$ cat config.mk
export PLATFORM = sky130hd
export DESIGN_NAME = seq_detect_prog_flat
export DESIGN_NICKNAME = d
export VERILOG_FILES = /design/src/rtl/seq_detect_prog_if.sv /design/src/rtl/seq_detect_prog.sv /design/src/flat_wrapper.sv
export SDC_FILE = /design/constraint.sdc
export NUM_CORES = 1
export LEC_CHECK = 0
export ABC_AREA = 1
export CAP_MARGIN = 40
export CELL_PAD_IN_SITES_DETAIL_PLACEMENT = 0
export CELL_PAD_IN_SITES_GLOBAL_PLACEMENT = 2
export CORE_MARGIN = 8
export CORE_UTILIZATION = 30
export CTS_BUF_LIST = sky130_fd_sc_hd__clkbuf_4
export DETAILED_ROUTE_END_ITERATION = 12
export PLACE_DENSITY_LB_ADDON = 0.1
export REMOVE_ABC_BUFFERS = 1
export SETUP_SLACK_MARGIN = 0.05
export SYNTH_ARGS = -nofsm -noshare
export SYNTH_HDL_FRONTEND = slang
export SYNTH_SLANG_ARGS = --single-unit
$ cat constraint.sdc
create_clock -name clk -period 3.8 [get_ports clk]
set_input_delay 0.38 -clock clk [delete_from_list [all_inputs] [get_ports clk]]
set_output_delay 0.38 -clock clk [all_outputs]
set_load 0.05 [all_outputs]
$ cat src/rtl/seq_detect_prog_if.sv
// Serial-input and configuration bundle for seq_detect_prog.
// master drives stimulus/config, slave is the detector.
interface seq_detect_prog_if #(
    parameter int PAT_W = 8,
    parameter int LEN_W = $clog2(PAT_W + 1),
    parameter int CNT_W = 8
);
    logic             din;
    logic             din_valid;
    logic             cfg_load;
    logic [PAT_W-1:0] cfg_pattern;
    logic [LEN_W-1:0] cfg_len;
    logic             cfg_overlap;
    logic             y;
    logic [LEN_W-1:0] fill;
    logic [CNT_W-1:0] match_count;

    modport master (
        output din, din_valid, cfg_load, cfg_pattern, cfg_len, cfg_overlap,
        input  y, fill, match_count
    );

    modport slave (
        input  din, din_valid, cfg_load, cfg_pattern, cfg_len, cfg_overlap,
        output y, fill, match_count
    );
endinterface

$ cat src/rtl/seq_detect_prog.sv
// Runtime-programmable serial pattern detector with Mealy match pulse.
// Optional saturating match counter enabled by SEQ_DETECT_MATCH_CNT_EN.
module seq_detect_prog #(
    parameter int               PAT_W       = 8,
    parameter int               LEN_W       = $clog2(PAT_W + 1),
    parameter logic [PAT_W-1:0] DEF_PATTERN = PAT_W'(8'b0000_1101),
    parameter int               DEF_LEN     = 4,
    parameter int               CNT_W       = 8
) (
    input  logic               clk,
    input  logic               rst,
    seq_detect_prog_if.slave   bus
);
    typedef logic [LEN_W-1:0] len_t;

    logic [PAT_W-1:0] hist_q;
    logic [PAT_W-1:0] pat_q;
    len_t             len_q;
    len_t             fill_q;
    logic             overlap_q;

    logic [PAT_W-1:0] cand;
    logic [PAT_W-1:0] mask;
    len_t             eff_len;
    len_t             fill_n;
    logic             match;

    // Compare only the low eff_len bits; fill must cover the whole pattern.
    always_comb begin
        eff_len = (len_q > len_t'(PAT_W)) ? len_t'(PAT_W) : len_q;
        cand    = {hist_q[PAT_W-2:0], bus.din};
        fill_n  = (fill_q >= len_t'(PAT_W)) ? len_t'(PAT_W) : fill_q + len_t'(1);
        mask    = '0;
        for (int unsigned i = 0; i < PAT_W; i++) begin
            mask[i] = (len_t'(i) < eff_len);
        end
        match = (eff_len != '0) && (fill_n >= eff_len) &&
                (((cand ^ pat_q) & mask) == '0);
    end

    assign bus.y    = !rst && bus.din_valid && !bus.cfg_load && match;
    assign bus.fill = rst ? '0 : fill_q;

    always_ff @(posedge clk) begin
        if (rst) begin
            hist_q    <= '0;
            fill_q    <= '0;
            pat_q     <= DEF_PATTERN;
            len_q     <= len_t'(DEF_LEN);
            overlap_q <= 1'b1;
        end else if (bus.cfg_load) begin
            pat_q     <= bus.cfg_pattern;
            len_q     <= bus.cfg_len;
            overlap_q <= bus.cfg_overlap;
            hist_q    <= '0;
            fill_q    <= '0;
        end else if (bus.din_valid) begin
            hist_q <= cand;
            // Non-overlapping mode forgets the bits consumed by a match.
            fill_q <= (match && !overlap_q) ? '0 : fill_n;
        end
    end

`ifdef SEQ_DETECT_MATCH_CNT_EN
    logic [CNT_W-1:0] cnt_q;

    always_ff @(posedge clk) begin
        if (rst || bus.cfg_load) begin
            cnt_q <= '0;
        end else if (bus.y && (cnt_q != '1)) begin
            cnt_q <= cnt_q + CNT_W'(1);
        end
    end

    assign bus.match_count = cnt_q;
`else
    assign bus.match_count = {CNT_W{1'b0}};
`endif

endmodule

$ cat src/flat_wrapper.sv
// flat-port wrapper written by rule: the top's interface ports become plain ports
module seq_detect_prog_flat 
#(
    parameter int               PAT_W       = 8,
    parameter int               LEN_W       = $clog2(PAT_W + 1),
    parameter logic [PAT_W-1:0] DEF_PATTERN = PAT_W'(8'b0000_1101),
    parameter int               DEF_LEN     = 4,
    parameter int               CNT_W       = 8
)
  (clk, rst, bus_din, bus_din_valid, bus_cfg_load, bus_cfg_pattern, bus_cfg_len, bus_cfg_overlap, bus_y, bus_fill, bus_match_count);
  seq_detect_prog_if #(.PAT_W(PAT_W), .LEN_W(LEN_W), .CNT_W(CNT_W)) bus_i ();
  input  logic clk;
  input  logic rst;
  input wire logic [$bits(bus_i.din)-1:0] bus_din;
  input wire logic [$bits(bus_i.din_valid)-1:0] bus_din_valid;
  input wire logic [$bits(bus_i.cfg_load)-1:0] bus_cfg_load;
  input wire logic [$bits(bus_i.cfg_pattern)-1:0] bus_cfg_pattern;
  input wire logic [$bits(bus_i.cfg_len)-1:0] bus_cfg_len;
  input wire logic [$bits(bus_i.cfg_overlap)-1:0] bus_cfg_overlap;
  output wire logic [$bits(bus_i.y)-1:0] bus_y;
  output wire logic [$bits(bus_i.fill)-1:0] bus_fill;
  output wire logic [$bits(bus_i.match_count)-1:0] bus_match_count;
  assign bus_i.din = bus_din;
  assign bus_i.din_valid = bus_din_valid;
  assign bus_i.cfg_load = bus_cfg_load;
  assign bus_i.cfg_pattern = bus_cfg_pattern;
  assign bus_i.cfg_len = bus_cfg_len;
  assign bus_i.cfg_overlap = bus_cfg_overlap;
  assign bus_y = bus_i.y;
  assign bus_fill = bus_i.fill;
  assign bus_match_count = bus_i.match_count;
  seq_detect_prog #(.PAT_W(PAT_W), .LEN_W(LEN_W), .DEF_PATTERN(DEF_PATTERN), .DEF_LEN(DEF_LEN), .CNT_W(CNT_W)) u_core (.clk(clk), .rst(rst), .bus(bus_i));
endmodule
# After elaboration in Yosys (flattened, before gate mapping)
# Index checks and enable logic that the tools add are counted.
# word_totals
register_bits	24
latch_bits	0
mem_bits_rw	0
rom_bits	0
inputBits	18
output_inout_bits	13
elab_cells	35
mem_count	0
# op_classes
addsub	1
n_mul	0
n_div	0
order_cmp	11
eq_ne	0
n_shift	0
muxes	4
bitwise_logic	2
reduce_logical	12
# ops
operator	count
< comparator 3 x 4 -> 1 bit, first input constant	4
two-way mux 4 bit	4
AND 8 bit	1
zero test 8 bit	1
< comparator 1 x 4 -> 1 bit, first input constant	2
< comparator 2 x 4 -> 1 bit, first input constant	2
bitwise XOR 8 bit	1
logical AND 1 bit	6
adder 4 x 1 -> 4 bit, second input constant	1
greater-or-equal comparator 4 bit	1
greater-or-equal comparator 4 bit, second input constant	1
greater-than comparator 4 bit, second input constant	1
nonzero test 4 bit	1
zero test 1 bit	3
OR reduction 2 bit	1

# Logic depth before layout (Yosys ltp)
# depth
depth_word	8
ltp_mapped	14

# Worst setup path after synthesis
# No wires, ideal clock.
# synth_path
kind	register to output
start	register u_core.fill_q[0]
end	output bus_y
arrival_ps	2090
required_ps	3420
slack_ps	1330
stages_incl_launch_ff	14
path_buffers	0
cell_sequence	dfxtp_1 > inv_1 > ha_1 > inv_1 > nor2_1 > ha_1 > nand2_1 > nand2_1 > nand2_1 > nand3_1 > nand2_1 > inv_1 > nand3_1 > nor3_2
# synth_via
elab_chain_len	6
elab_cells_between_ends	7
cone_classes	add/sub: 1; order compare: 2; mux: 1; reduce/logical: 3
# synth_rtl
item	line_no	text
from (decl)	seq_detect_prog.sv:19	len_t fill_q;
from (signal assigned)	seq_detect_prog.sv:60	fill_q <= (match && !overlap_q) ? '0 : fill_n;
adder 4 x 1 -> 4 bit / greater-or-equal comparator 4 bit (equally long branches)	seq_detect_prog.sv:32	fill_n = (fill_q >= len_t'(PAT_W)) ? len_t'(PAT_W) : fill_q + len_t'(1);
two-way mux 4 bit (*)	seq_detect_prog.sv:32	
greater-or-equal comparator 4 bit (*)	seq_detect_prog.sv:37	match = (eff_len != '0) && (fill_n >= eff_len) &&
logical AND 1 bit (*) (2 in series)	seq_detect_prog.sv:37	
logical AND 1 bit (*)	seq_detect_prog.sv:41	assign bus.y = !rst && bus.din_valid && !bus.cfg_load && match;
to (decl)	flat_wrapper.sv:20	output wire logic [$bits(bus_i.y)-1:0] bus_y;
# Every way passes the cells marked *; elsewhere a longest branch is shown, timed or not.

# Worst setup path in the final report
# Ends and elaborated chain as after synthesis.

==> results <==
[area by class of cell]
type | count | area share (%)
tap | 54 | 4.09
timing repair buffer | 23 | 13.8
clock buffer | 3 | 1.36
multi-input combinational | 144 | 45.7
sequential | 24 | 29.1
inverter | 24 | 5.75
clock inverter | 1 | 0.227
[path summary, 6_finish.rpt]
kind	from	to
hold reg to reg	u_core.hist_q[5]	u_core.hist_q[6]
setup / recovery	u_core.fill_q[0]	bus_y
hold / removal	u_core.hist_q[5]	u_core.hist_q[6]
setup reg to reg	u_core.fill_q[1]	u_core.fill_q[0]
[cell families (layout without fill, tap and decap cells)]
logic type	after synthesis	count (layout)
AOI/OAI and AO/OA	33	33
xor gates and xnor gates	3	3
adders and majority gates	6	6
buffers and inverters	38	51
DFF	24	24
other	1	8
and+or+nand+nor	94	94
[per-stage QoR]
stage                     instance area (sq um)  hold slack, ns  power (W)  setup WS (ns)
final                                      1650           0.491   0.000504          0.520
after global routing                       1650           0.508   0.000543          0.264
after CTS                                  1650           0.493   0.000512          0.493
after detailed placement                   1630           0.470   0.000393          0.890
after global placement                     1630           0.459   0.000392          0.891
after floorplan                            1330           0.444   0.000353           1.33
[power by group]
group / total, W / internal (W) / switching [W]
registers: 0.000271 / 0.000263 / 0.00000819
logic: 0.000115 / 0.0000413 / 0.0000742
clock network: 0.000118 / 0.0000384 / 0.0000793
total: 0.000504 / 0.000343 / 0.000162
[metal layers]
| layer | vias to the layer above | global-route usage (%) | routed length (um) |
|---|---|---|---|
| met5 | - | 0 | 0 |
| met4 | 0 | 2.83 | 21 |
| met3 | 2 | 2.52 | 161 |
| met2 | 22 | 15.1 | 1560 |
| met1 | 546 | 12.4 | 1620 |
| li1 | 650 | - | - |
[registers in the layout (all words and copies together), names as in the netlist]
register	flops
u_core.pat_q	8
u_core.hist_q	7
u_core.fill_q	4
u_core.len_q	4
u_core.overlap_q	1
[layout by cell type (no fill, tap or decap)]
cell type / n
nor2_2: 4
dfxtp_1: 24
o21ai_0: 12
clkdlybuf4s50_1: 22
ha_1: 6
nor2_1: 22
nor3_2: 1
clkinv_1: 1
conb_1: 8
clkbuf_4: 3
nand3_2: 3
nand4_4: 1
o211ai_1: 1
nand2_2: 3
buf_4: 1
nand2_1: 45
inv_1: 20
nand3_1: 9
a21oi_1: 17
a211oi_1: 1
nor2_4: 3
xor2_1: 3
nor3_1: 2
inv_6: 1
o31ai_1: 1
o21ai_1: 1
or2_2: 1
inv_2: 3
[tightest hold or removal path, cell delays in order, from the launching register on]
cell and delay (ns):
dfxtp_1 0.34, inv_2 0.06, a21oi_1 0.06
==> flow_summary.ini <==
[pwr]
powerDensity_nw_per_um2 = 305
irDropWorstVdd_v = 0.0000944
p_leak_nw = 0.734

[worst_setup_path]
cpMostUsedCell = nand2_1
arrival_ns = 2.90
slowest_stage = clkdlybuf4s50_1
end_kind = output pin
path_cells = inv_1 -> ha_1 -> inv_1 -> nor2_1 -> ha_1 -> nand2_1 -> nand2_1 -> nand2_1 -> nand3_1 -> nand2_1 -> inv_1 -> nand3_1 -> nor3_2 -> clkdlybuf4s50_1
worst-r2r-cell-count = 10
slowest_delay_ns = 0.83
crit_required_ns = 3.42
critPathMaxFanout = 4
critPathKind = register to output pin
r2r_slack_ns = 1.89
crit_cells = 14
cp_top_family = buffers and inverters
path_buf_inv = 4
start_kind = register

[yosys]
netlist.area_leader.share_pct = 34.5
synthMostInstantiatedCell = nand2_1
synth_common_cells = nand2_1, dfxtp_1, nor2_1
async_flop_share_pct = 0
synth_compound_area_share_pct = 12.4
synth.avg_cell_area_sq_um = 7.00
syn_area_sq_um = 1390
yosysSeqAreaShare_pct = 34.5
synth_flop_cell = dfxtp_1
ys_ff_latch = 24
synth_edf_count = 0
synthSimpleGateAreaFrac_pct = 32.4
synthMuxAreaShare_pct = 0
synth_cells = 199
synth.area.top_cells = dfxtp_1, nand2_1, a21oi_1
synth-xor-area-share_pct = 1.89
synth_cell_type_count = 27
synth_fa_ha_area_share_pct = 5.39
synth_top_family_by_area = simple AND/OR/NAND/NOR gates
yosys_warnings = 0
synth.largest_area_cell = dfxtp_1

[placed_design]
hpwl_um = 2650
dp.cells = 269
gp_congestion = 0.739
io_buffers = 22

[floorplan]
coreArea_sq_um = 4600
die_h_um = 84.2
rows = 25
io-pin-count = 31
die_width_um = 84.2
fp.dieArea_sq_um = 7080
start_util_pct = 30.3

[timing]
worstMarginPinSlew_ns = 0.499
slew_headroom_pct = 66.6
fin_skew_ns = 0.00876
hold_violations = 0
rsz0062_at_grt = false
setup_violations = 0
fin_setup_tns_ns = 0
fin_crit_ns = 3.28
slew_violations = 0
min_period_over_period_pct = 86.3
max_freq_mhz = 305

[cts]
cts_resized = 0
postCtsHoldBufs = 0
postCtsSetupRepairBufs = 0
clkLatencyLatePin_ns = 0.31
clk_pin_slew_ns = 0.14
cts.sinks = 24
numCtsBuffers = 3
cts_buffer_depth = 2
root_buffer = clkbuf_4
cts_tree = yes
ctsHtreeMaxLevel = 1

[layout]
drive_gt1_share_pct = 11.0
nets = 244
area_delta_synth_final_pct = 18.6
final_cells = 273
regArea_sq_um = 480
antenna_cells = 0
multi_input_area_sq_um = 756
post-route-util_pct = 35.9
fillers = 496

[grt]
grt_pass1_wl_um = 5560
grt_antenna_before_repair = 0
grt_pass1_vias = 1137
grt_max_degree = 16
grt_usage_pct = 9.57
grt_overflow_total = 0

[min_path]
worstHoldPathType = register to register
whs_path_depth = 2

[detailed_routing]
wl_per_cell_um = 12.3
dr.pass1.iters = 5
vias_per_cell = 4.47
drtIter0Drc = 64
drt_wl_total_um = 3370
antenna_left = 0
vias = 1220
drc = 0

[status]
status = completed

[flow_run]
cap_violations = 0
No activity file was read; power rests on OpenSTA's default activity.
